$ cat config.mk
export PLATFORM = sky130hd
export DESIGN_NAME = seven_seg_scanner
export DESIGN_NICKNAME = d
export VERILOG_FILES = /design/src/rtl/seven_seg_scanner.sv
export SDC_FILE = /design/constraint.sdc
export NUM_CORES = 1
export LEC_CHECK = 0
export ABC_AREA = 1
export ABC_CLOCK_PERIOD_IN_PS = 6400
export CAP_MARGIN = 30
export CORE_MARGIN = 5
export CORE_UTILIZATION = 40
export DETAILED_ROUTE_END_ITERATION = 16
export SYNTH_ARGS = -nofsm -noshare
export SYNTH_HDL_FRONTEND = slang
export SYNTH_SLANG_ARGS = --single-unit
$ cat constraint.sdc
create_clock -name clk -period 6.4 [get_ports clk]
set_clock_uncertainty 0.1 [all_clocks]
set_input_delay 0.96 -clock clk [delete_from_list [all_inputs] [get_ports clk]]
set_output_delay 0.96 -clock clk [all_outputs]
set_load 0.03 [all_outputs]
$ cat src/rtl/seven_seg_scanner.sv
// Time-multiplexed 7-segment driver: snapshots packed BCD digits once per frame,
// scans them one digit per slot with a blanked guard interval at each slot start.
module seven_seg_scanner #(
  parameter int NUM_DIGITS  = 4,
  parameter int REFRESH_DIV = 50000,
  parameter int GUARD       = 16,
  parameter bit AN_ACT_LOW  = 1'b1,
  parameter bit SEG_ACT_LOW = 1'b1
) (
  input  logic                    clk,
  input  logic                    rst,
  input  logic                    en,
  input  logic [4*NUM_DIGITS-1:0] digits,
  input  logic [NUM_DIGITS-1:0]   dp_in,
  input  logic                    blank_lz,
  output logic [6:0]              seg,
  output logic                    dp,
  output logic [NUM_DIGITS-1:0]   an,
  output logic                    frame_tick
);

  localparam int CNT_W = $clog2(REFRESH_DIV);
  localparam int IDX_W = $clog2(NUM_DIGITS);

  localparam logic [CNT_W-1:0]      CNT_LAST  = CNT_W'(REFRESH_DIV - 1);
  localparam logic [CNT_W-1:0]      GUARD_CNT = CNT_W'(GUARD);
  localparam logic [IDX_W-1:0]      IDX_LAST  = IDX_W'(NUM_DIGITS - 1);
  localparam logic [NUM_DIGITS-1:0] AN_OFF    = {NUM_DIGITS{AN_ACT_LOW}};
  localparam logic [6:0]            SEG_OFF   = {7{SEG_ACT_LOW}};

  logic [CNT_W-1:0]        refresh_cnt;
  logic [IDX_W-1:0]        idx;
  logic                    slot_end;
  logic                    frame_end;

  logic [4*NUM_DIGITS-1:0] snap_digits;
  logic [NUM_DIGITS-1:0]   snap_dp;

  logic [3:0]              cur_digit;
  logic                    cur_dp;
  logic [NUM_DIGITS-1:0]   slot_onehot;
  logic [NUM_DIGITS-1:0]   blank_mask;
  logic                    zero_run;
  logic                    cur_blank;
  logic                    anode_on;
  logic [6:0]              seg_on;

  // Active-high segment pattern {g,f,e,d,c,b,a}; non-BCD codes show a dash.
  function automatic logic [6:0] bcd_to_seg(input logic [3:0] code);
    logic [6:0] pattern;
    case (code)
      4'd0:    pattern = 7'h3F;
      4'd1:    pattern = 7'h06;
      4'd2:    pattern = 7'h5B;
      4'd3:    pattern = 7'h4F;
      4'd4:    pattern = 7'h66;
      4'd5:    pattern = 7'h6D;
      4'd6:    pattern = 7'h7D;
      4'd7:    pattern = 7'h07;
      4'd8:    pattern = 7'h7F;
      4'd9:    pattern = 7'h6F;
      default: pattern = 7'h40;
    endcase
    return pattern;
  endfunction

  assign slot_end  = (refresh_cnt == CNT_LAST);
  assign frame_end = slot_end && (idx == IDX_LAST);

  // Scan position advances unconditionally; en only gates the anodes.
  always_ff @(posedge clk or negedge rst) begin
    if (!rst) begin
      refresh_cnt <= '0;
      idx         <= '0;
    end else begin
      // NOTE: non-blocking assignments so every register here samples the
      // pre-edge values of the others, independent of statement order.
      if (slot_end) begin
        refresh_cnt <= '0;
        idx         <= (idx == IDX_LAST) ? '0 : idx + 1'b1;
      end else begin
        refresh_cnt <= refresh_cnt + 1'b1;
      end
    end
  end

  // Inputs are captured only at frame end so a frame never mixes two values.
  always_ff @(posedge clk or negedge rst) begin
    if (!rst) begin
      // NOTE: the snapshot is ordinary flops, not a RAM, so it takes the
      // async reset like any other register and never shows stale garbage.
      snap_digits <= '0;
      snap_dp     <= '0;
    end else if (frame_end) begin
      snap_digits <= digits;
      snap_dp     <= dp_in;
    end
  end

  always_comb begin
    // NOTE: every variable gets a default before the loop, so no path through
    // this block leaves one unassigned and no latch is inferred.
    cur_digit   = '0;
    cur_dp      = 1'b0;
    slot_onehot = '0;
    for (int i = 0; i < NUM_DIGITS; i++) begin
      if (idx == IDX_W'(i)) begin
        cur_digit      = snap_digits[4*i +: 4];
        cur_dp         = snap_dp[i];
        slot_onehot[i] = 1'b1;
      end
    end
  end

  // Walk down from the top digit; a digit is a leading zero while every
  // digit at or above it is a literal BCD zero. Digit 0 is never in the mask.
  always_comb begin
    zero_run   = 1'b1;
    blank_mask = '0;
    for (int i = NUM_DIGITS - 1; i > 0; i--) begin
      zero_run      = zero_run && (snap_digits[4*i +: 4] == 4'd0);
      blank_mask[i] = zero_run;
    end
  end

  assign cur_blank = blank_lz && |(blank_mask & slot_onehot);
  assign anode_on  = en && (refresh_cnt >= GUARD_CNT);
  assign seg_on    = cur_blank ? 7'h00 : bcd_to_seg(cur_digit);

  // Polarity is applied by XOR with the "off" pattern at the output flops.
  always_ff @(posedge clk or negedge rst) begin
    if (!rst) begin
      an         <= AN_OFF;
      seg        <= SEG_OFF;
      dp         <= SEG_ACT_LOW;
      frame_tick <= 1'b0;
    end else begin
      an         <= (anode_on ? slot_onehot : '0) ^ AN_OFF;
      seg        <= seg_on ^ SEG_OFF;
      dp         <= cur_dp ^ SEG_ACT_LOW;
      frame_tick <= frame_end;
    end
  end

endmodule

After elaboration in Yosys (flattened, before gate mapping):

Memory sizes are Yosys's and may differ from the RTL's.
Cells that the tools add are included.

* add/subtract/negate cells: 2
* $lt $le $gt $ge: 1
* eq/ne operators: 4
* multiplexer cells: 16
* bitwise operators: 4
* reduce and logical (&&, ||, !) cells: 10

Operator list (count)
* $mux W4: 5
* $add A16 B1 Y16 const B: 1
* $eq A16 B16 Y1 const B: 1
* $ge A16 B5 Y1 const B: 1
* $mux W16: 1
* $logic_not A4 Y1: 3
* $mux W1: 8
* $mux W7: 1
* $not A7 Y7: 1
* $logic_and A1 B1 Y1: 5
* $and A4 B4 Y4: 1
* $eq A2 B2 Y1 const B: 2
* $not A4 Y4: 1
* $reduce_or A4 Y1: 1
* $add A2 B1 Y2 const B: 1
* $eq A2 B1 Y1 const B: 1
* $logic_not A2 Y1: 1
* $mux W2: 1
* $not A1 Y1: 1

* register bits: 51
* memory bits (read-only): 112
* input bits: 24
* output and inout port bits: 13
* logic and storage cells: 46
* memories: 1

Memories
* (name not given): words 16, width 7, read ports 1, clocked after Yosys merged registers in 0, write ports 0, RTL line 51 `case (code)`

Logic depth before layout (Yosys ltp):

* depth in word-level cells: 8
* gate-level depth with buffers: 13
* mapped depth without buffers: 13

Worst setup path after synthesis:

OpenSTA, ideal clock, no wires.

* kind: register -> register
* start: reg idx[0]
* end: reg seg[3]
* library setup time: 86 ps
* data arrival time: 1912 ps
* data required time: 6214 ps
* slack: 4302 ps
* cell stages (with the launch flop): 13
* buffers on the path: 0
* period minus slack after synthesis: 2098 ps
* cells stage by stage: dfrtp_1 -> inv_1 -> ha_1 -> inv_2 -> nor2_1 -> nor2_1 -> a21boi_1 -> inv_1 -> ha_1 -> inv_1 -> nand3_1 -> nand3_1 -> nand3_1

* longest elaborated chain between the ends: 8
* elaborated cells between the ends (all ways): 18
* classes of those cells: eq/ne (3); mux (9); bitwise (2); reduce/logical (3); memory (1)

RTL lines
* start, declared: RTL line 32 `logic [IDX_W-1:0] idx;`
* start signal, assigned: RTL line 80 `idx <= (idx == IDX_LAST) ? '0 : idx + 1'b1;`
* $logic_not A2 Y1: RTL line 107 `if (idx == IDX_W'(i)) begin`
* $mux W4 (4 in a row): RTL line 107
* $mem_v2 Z16 W7
* $mux W7 *: RTL line 128 `assign seg_on = cur_blank ? 7'h00 : bcd_to_seg(cur_digit);`
* $not A7 Y7 (no source line) *
* end signal, assigned: RTL line 139 `seg <= seg_on ^ SEG_OFF;`
* end, declared: RTL line 16 `output logic [6:0] seg,`

Mark *: on every way between the ends. The rest lies on a longest branch, timed or not.
A chain may end at the register's enable or synchronous reset.

Worst setup path after layout:

* start: reg an[1]
* end: out an[1]

RTL lines
* start, declared: RTL line 18 `output logic [NUM_DIGITS-1:0] an,`
* start signal, assigned: RTL line 138 `an <= (anode_on ? slot_onehot : '0) ^ AN_OFF;`

No word-level cell between the ends.

==> impl_metrics.toml <==
[die]
start_util = 0.4064
core_mm2 = 0.006681
io_pins = 37
die_h_um = 92.39
die_x_um = 92.39
dieArea_mm2 = 0.008535
row_count = 30

[clocking]
cts_buffer_depth = 2
cts_num_sinks = 51
path_clk_slew_ns = 0.09
ctsHoldBuffers = 0
clk_latency_ns = 0.30
root_buffer = "clkbuf_8"
cts_buffers = 5
cts_htree_levels = 2
cts-resized-gates = 0
post_cts.repair.setup_buffers = 0
cts_tree = "built"

[outcome]
run_status = "finished, final reports clean"

[place]
place_ws_ns = 3.952
dp_cells = 434
portBuffers = 36
hpwlAfterDp_um = 3803
gp_congestion = 0.8439

[sta]
setup_viol = 0
slew_headroom = 0.5848
drv_slew = 0
rsz0062_at_grt = "no"
layout_setup_ws_ns = 3.832
fin_crit_sh = 0.4013
fmax_ghz = 0.3894
fin_crit_ns = 2.568
final-hold-violation-count = 0
tightest_slew_ns = 0.6228
tns_ns = 0

[route]
drt_iter0_drc = 119
wl_um = 5068
vias_per_cell = 4.517
drc = 0
ant_nets = 0
vias = 2001
wire_per_inst_um = 11.44
drt_first_pass_iters = 4

[cells_and_area]
instances_no_fill = 443
postLayoutCoreUtil = 0.4831
layout.nets = 397
drive_gt1_frac = 0.1377
diodes = 0
area_delta_synth_final_pct = 18.89
n_fill_cell = 662

[critical_path]
slowest_stage = "clkdlybuf4s50_1"
critPathKind = "register to primary output"
reg2regPathDepth = 12
max_stage_delay_ns = 0.67
crit_cells = 1
crit_required_ns = 5.34
cp-start-kind = "register"
crit_chain = "clkdlybuf4s50_1"
cp.buffers_inverters = 1
cp-end-kind = "primary output"
critical-path-top-delay-family = "buffers and inverters"
crit_path_max_fanout = 1
cp.arrival_ns = 1.51

[min_path]
hold_depth = 1
hold_class = "register to register"

[synthesis]
ys_types = 28
synth_enable_flop_cells = 0
synth-seq-cells = 51
yosysTopAreaCell = "dfrtp_1"
syn_nets = 359
synth_area_mm2 = 0.002715
yosys_warnings = 0
synth-main-ff-cell = "dfrtp_1"
synth-seq-area-share = 0.4756
synth_top_area_share = 0.3594
avgSynthCellArea_um2 = 8.380
async_reset_ff_frac = 1.000
synth_commonest_cells = "nand2_1 (84), inv_1 (53), dfrtp_1 (39)"
synthTopCellsByArea = "dfrtp_1 (36%), dfstp_2 (12%), nand2_1 (12%)"
syn_inst = 324
synth_most_common_cell = "nand2_1"

[global_routing]
grt_max_degree = 52
gr-total-overflow = 0
first_global_vias = 1848
antenna_found_initial = 0
grt_pass1_wl_um = 8542
groute.usage.overall = 0.1242

[pwr]
pwr-share-clk = 0.369
power_density_mw_per_mm2 = 171.3
p_comb_frac = 0.046
power.internal_w = 0.0004382
p_switching_w = 0.0001147
leakage_nw = 1.587
pwr-share-seq = 0.584
ir_worst_vdd_mv = 0.07588
p_sw_frac = 0.2075
power_w = 0.0005528

[run]
maxCapViolCount = 0
[kinds of logic after synthesis]
group | after synthesis | share of synthesized area
xor gates and xnor gates | 8 | 0.02581
adders and majority gates | 11 | 0.05069
buffers and inverters | 62 | 0.1023
and+or+nand+nor | 156 | 0.2488
DFF | 51 | 0.4756
AOI/OAI and AO/OA | 36 | 0.09678
[power groups by stage]
| stage | combinational (W) | clock [W] | sequential [W] |
|---|---|---|---|
| after CTS | 0.0000266 | 0.000213 | 0.000323 |
| after floorplan | 0.00000414 | 0 | 0.000330 |
| after global routing | 0.0000288 | 0.000226 | 0.000323 |
| after detailed placement | 0.0000266 | 0 | 0.000329 |
| final | 0.0000256 | 0.000204 | 0.000323 |
| after global placement | 0.0000264 | 0 | 0.000329 |
[worst paths after layout]
kind                             from              end  slack (ns)
min in group asynchronous         rst  refresh_cnt[12]        0.65
hold / removal             snap_dp[3]               dp        0.34
max in group asynchronous         rst   snap_digits[5]        5.12
setup / recovery                an[1]            an[1]        3.83
hold reg to reg            snap_dp[3]               dp        0.34
setup reg to reg               idx[0]           seg[3]        3.95
[area by class of cell]
class | instances | area (um2) | area share
Clock buffer | 8 | 101.3 | 0.03140
Inverter | 55 | 206.4 | 0.06395
Multi-Input combinational cell | 211 | 1146 | 0.3550
Sequential cell | 51 | 1291 | 0.4000
Tap cell | 80 | 100.1 | 0.03101
Timing Repair Buffer | 38 | 382.9 | 0.1186
[flip-flops by register name (all words and copies together), names as in the netlist]
| signal | count |
|---|---|
| idx | 2 |
| dp | 1 |
| seg | 7 |
| snap_dp | 4 |
| an | 4 |
| refresh_cnt | 16 |
| frame_tick | 1 |
| snap_digits | 16 |
[cell usage in the layout, fill, tap and decap left out, drive strengths merged]
cell type,synthesis,final
clkdlybuf4s50,0,35
nand4,2,2
or2,3,3
a21oi,6,6
dfrtp,39,39
buf,7,3
xor2,5,5
nor3,8,8
o21ai,27,27
clkbuf,0,8
dfstp,12,12
a21boi,2,2
xnor2,3,3
nand2,86,86
o21bai,1,1
nor3b,2,2
inv,55,55
nor4,2,2
ha,11,11
nand3,28,28
nor2,25,25
[stage by stage]
stage / hold WS (ns) / area [um2]
2_1_floorplan: 0.2913 / 2715
3_3_place_gp: 0.3314 / 3107
3_5_place_dp: 0.3392 / 3107
4_1_cts: 0.3514 / 3208
5_1_grt: 0.3665 / 3228
6_report: 0.3422 / 3228
[per-layer routing]
layer | GRT usage | routed length, um | vias up
met4 | 0.02970 | 24 | 0
met2 | 0.2006 | 2286 | 32
met5 | 0 | 0 | -
li1 | - | - | 1083
met1 | 0.1656 | 2527 | 884
met3 | 0.03331 | 229 | 2
No activity file was read; power rests on OpenSTA's default activity.
==> RTL change: new RTL, config.mk and constraints unchanged <==
The parameter `REFRESH_DIV` goes from 50000 to 100000.
--- a/src/rtl/seven_seg_scanner.sv
+++ b/src/rtl/seven_seg_scanner.sv
@@ -4,3 +4,3 @@
   parameter int NUM_DIGITS  = 4,
-  parameter int REFRESH_DIV = 50000,
+  parameter int REFRESH_DIV = 100000,
   parameter int GUARD       = 16,
Function: no difference found for any inputs over 10 cycles, from zero or initial values and one cycle with rst low; that may be too few to reach the edited logic, so the function may still have changed.
==> RTL change against the original RTL <==
Sequential cell count grew 1. Routed wire length grew 7.8%. First-iteration DRC count grew 0.84%. Die area is essentially flat. Critical path type unchanged. Final cell count grew 3.2%. Final area shrank 0.78%. Utilization shrank 0.64 points. Setup slack gained 18 ps. Largest power group unchanged. Register-to-register slack is essentially flat. Total power shrank 3.5%. Sequential share of layout area grew 1.1 points. Area after synthesis is essentially flat. Largest cell class unchanged. Sequential power grew 2%.
==> RTL change: results (changes against the original RTL) <==
stage,metric,value,unit,change
status,status,finished clean,,unchanged
route,vias,2152,,"was 2,001"
power_and_ir_drop,Max VDD drop,0.0668,mV,was 0.0759 mV
min_path,HP Start,snap_dp[3],,unchanged
route,DRT Pass-1 Iters,4,,unchanged
grt,GRT Util Overall,13.9,%,was 12.4%
power_and_ir_drop,Internal,419,uW,was 438 uW
synth,Synth top cells by count,"nand2_1, dfrtp_1, inv_1",,"was nand2_1, inv_1, dfrtp_1"
synth,syn_nets,373,,was 359
critical_path,"Slowest-stage cell, CP",clkdlybuf4s50_1,,unchanged
grt,met1 GRT Util,19.0,%,was 16.6%
critical_path,worst setup path end,dp,,was an[1]
sta,Worst Tran Pin Value,637,ps,was 623 ps
route,met3 wire len,306,um,was 229 um
critical_path,crit path DAT,1490,ps,was 1510 ps
grt,GR Util met2,21.9,%,was 20.1%
synth,sequential area share after synthesis,48.5,%,was 47.6%
finish,share of layout cells above drive strength 1,9.02,%,was 13.8%
critical_path,FF-to-FF setup slack,3960,ps,was 3950 ps
route,DR WL/cell,12.0,um,was 11.4 um
power_and_ir_drop,cell leakage power,0.00153,uW,was 0.00159 uW
synth,Unique masters post-synth,27,,was 28
synth,Synth area leaders,"dfrtp_1, nand2_1, dfstp_2",,"was dfrtp_1, dfstp_2, nand2_1"
critical_path,path depth of the worst reg2reg path,12,,unchanged
route,Starting DRT DRC Count,120,,was 119
grt,largest net degree at the start of global routing,53,,was 52
finish,Layout Nets,411,,was 397
route,met2 wire length,2.39,mm,was 2.29 mm
grt,global-route wire length before repair,9.63,mm,was 8.54 mm
finish,biggest regs,"refresh_cnt x17, snap_digits x16, seg x7",,"was refresh_cnt x16, snap_digits x16, seg x7"
placed_design,RD Place Congestion,0.882,,was 0.844
sta,period utilization,39.8,%,was 40.1%
critical_path,worst setup path start,dp,,was an[1]
grt,vias in the first global route,2133,,"was 1,848"
grt,met3 usage,3.17,%,was 3.33%
cts,CTS H-tree depth,2,,unchanged
cts,Max clock buf depth,2,,unchanged
route,M1 WL,2.74,mm,was 2.53 mm
placed_design,hpwl dp,4.08,mm,was 3.80 mm
cts,Root Driver,clkbuf_8,,unchanged
RTL change: cell types whose count changed in the layout (fill, tap and decap cells not counted), moves of 2 or more:
cell and delta:
nor3_1 -2, nor2_4 +3, xor2_1 +5, o21ai_2 -20, nand2_1 +37, o21ai_0 -2
inv_1 -15, nor2_1 +2, nand3_1 +5, xnor2_1 -3
RTL change: area by class of cell:
class / count / area (sq um)
Clock inverter: 2 / 11.3
Sequential cell: 52 / 1320
Inverter: 41 / 154
Clock buffer: 6 / 72.6
Tap cell: 80 / 100
Multi-Input combinational cell: 239 / 1190
Fill cell: 664 / 3520
Timing Repair Buffer: 37 / 363
RTL change: kinds of logic (layout without fill, tap and decap cells):
| logic type | after synthesis | count (layout) | share of synthesized area (%) |
|---|---|---|---|
| xor+xnor | 10 | 10 | 3.22 |
| simple gates | 203 | 203 | 32.4 |
| buf+inv | 47 | 86 | 7.88 |
| compound gates | 15 | 15 | 2.95 |
| fa+ha+maj | 11 | 11 | 5.07 |
| flops | 52 | 52 | 48.5 |
RTL change: through the flow:
| stage | cell area, sq um | std cells | hold slack, ps |
|---|---|---|---|
| 2_1_floorplan | 2720 | 338 | 291 |
| 3_3_place_gp | 3120 | 449 | 324 |
| 3_5_place_dp | 3120 | 449 | 309 |
| 4_1_cts | 3200 | 457 | 326 |
| 5_1_grt | 3200 | 457 | 361 |
| 6_report | 3200 | 457 | 321 |
RTL change: power groups by stage:
| stage | registers (uW) | logic (uW) | clock network, uW |
|---|---|---|---|
| 6_report | 329 | 22.0 | 182 |
| 5_1_grt | 329 | 24.3 | 205 |
| 4_1_cts | 329 | 22.9 | 195 |
| 3_5_place_dp | 335 | 22.8 | 0 |
| 3_3_place_gp | 335 | 22.7 | 0 |
| 2_1_floorplan | 336 | 0.523 | 0 |
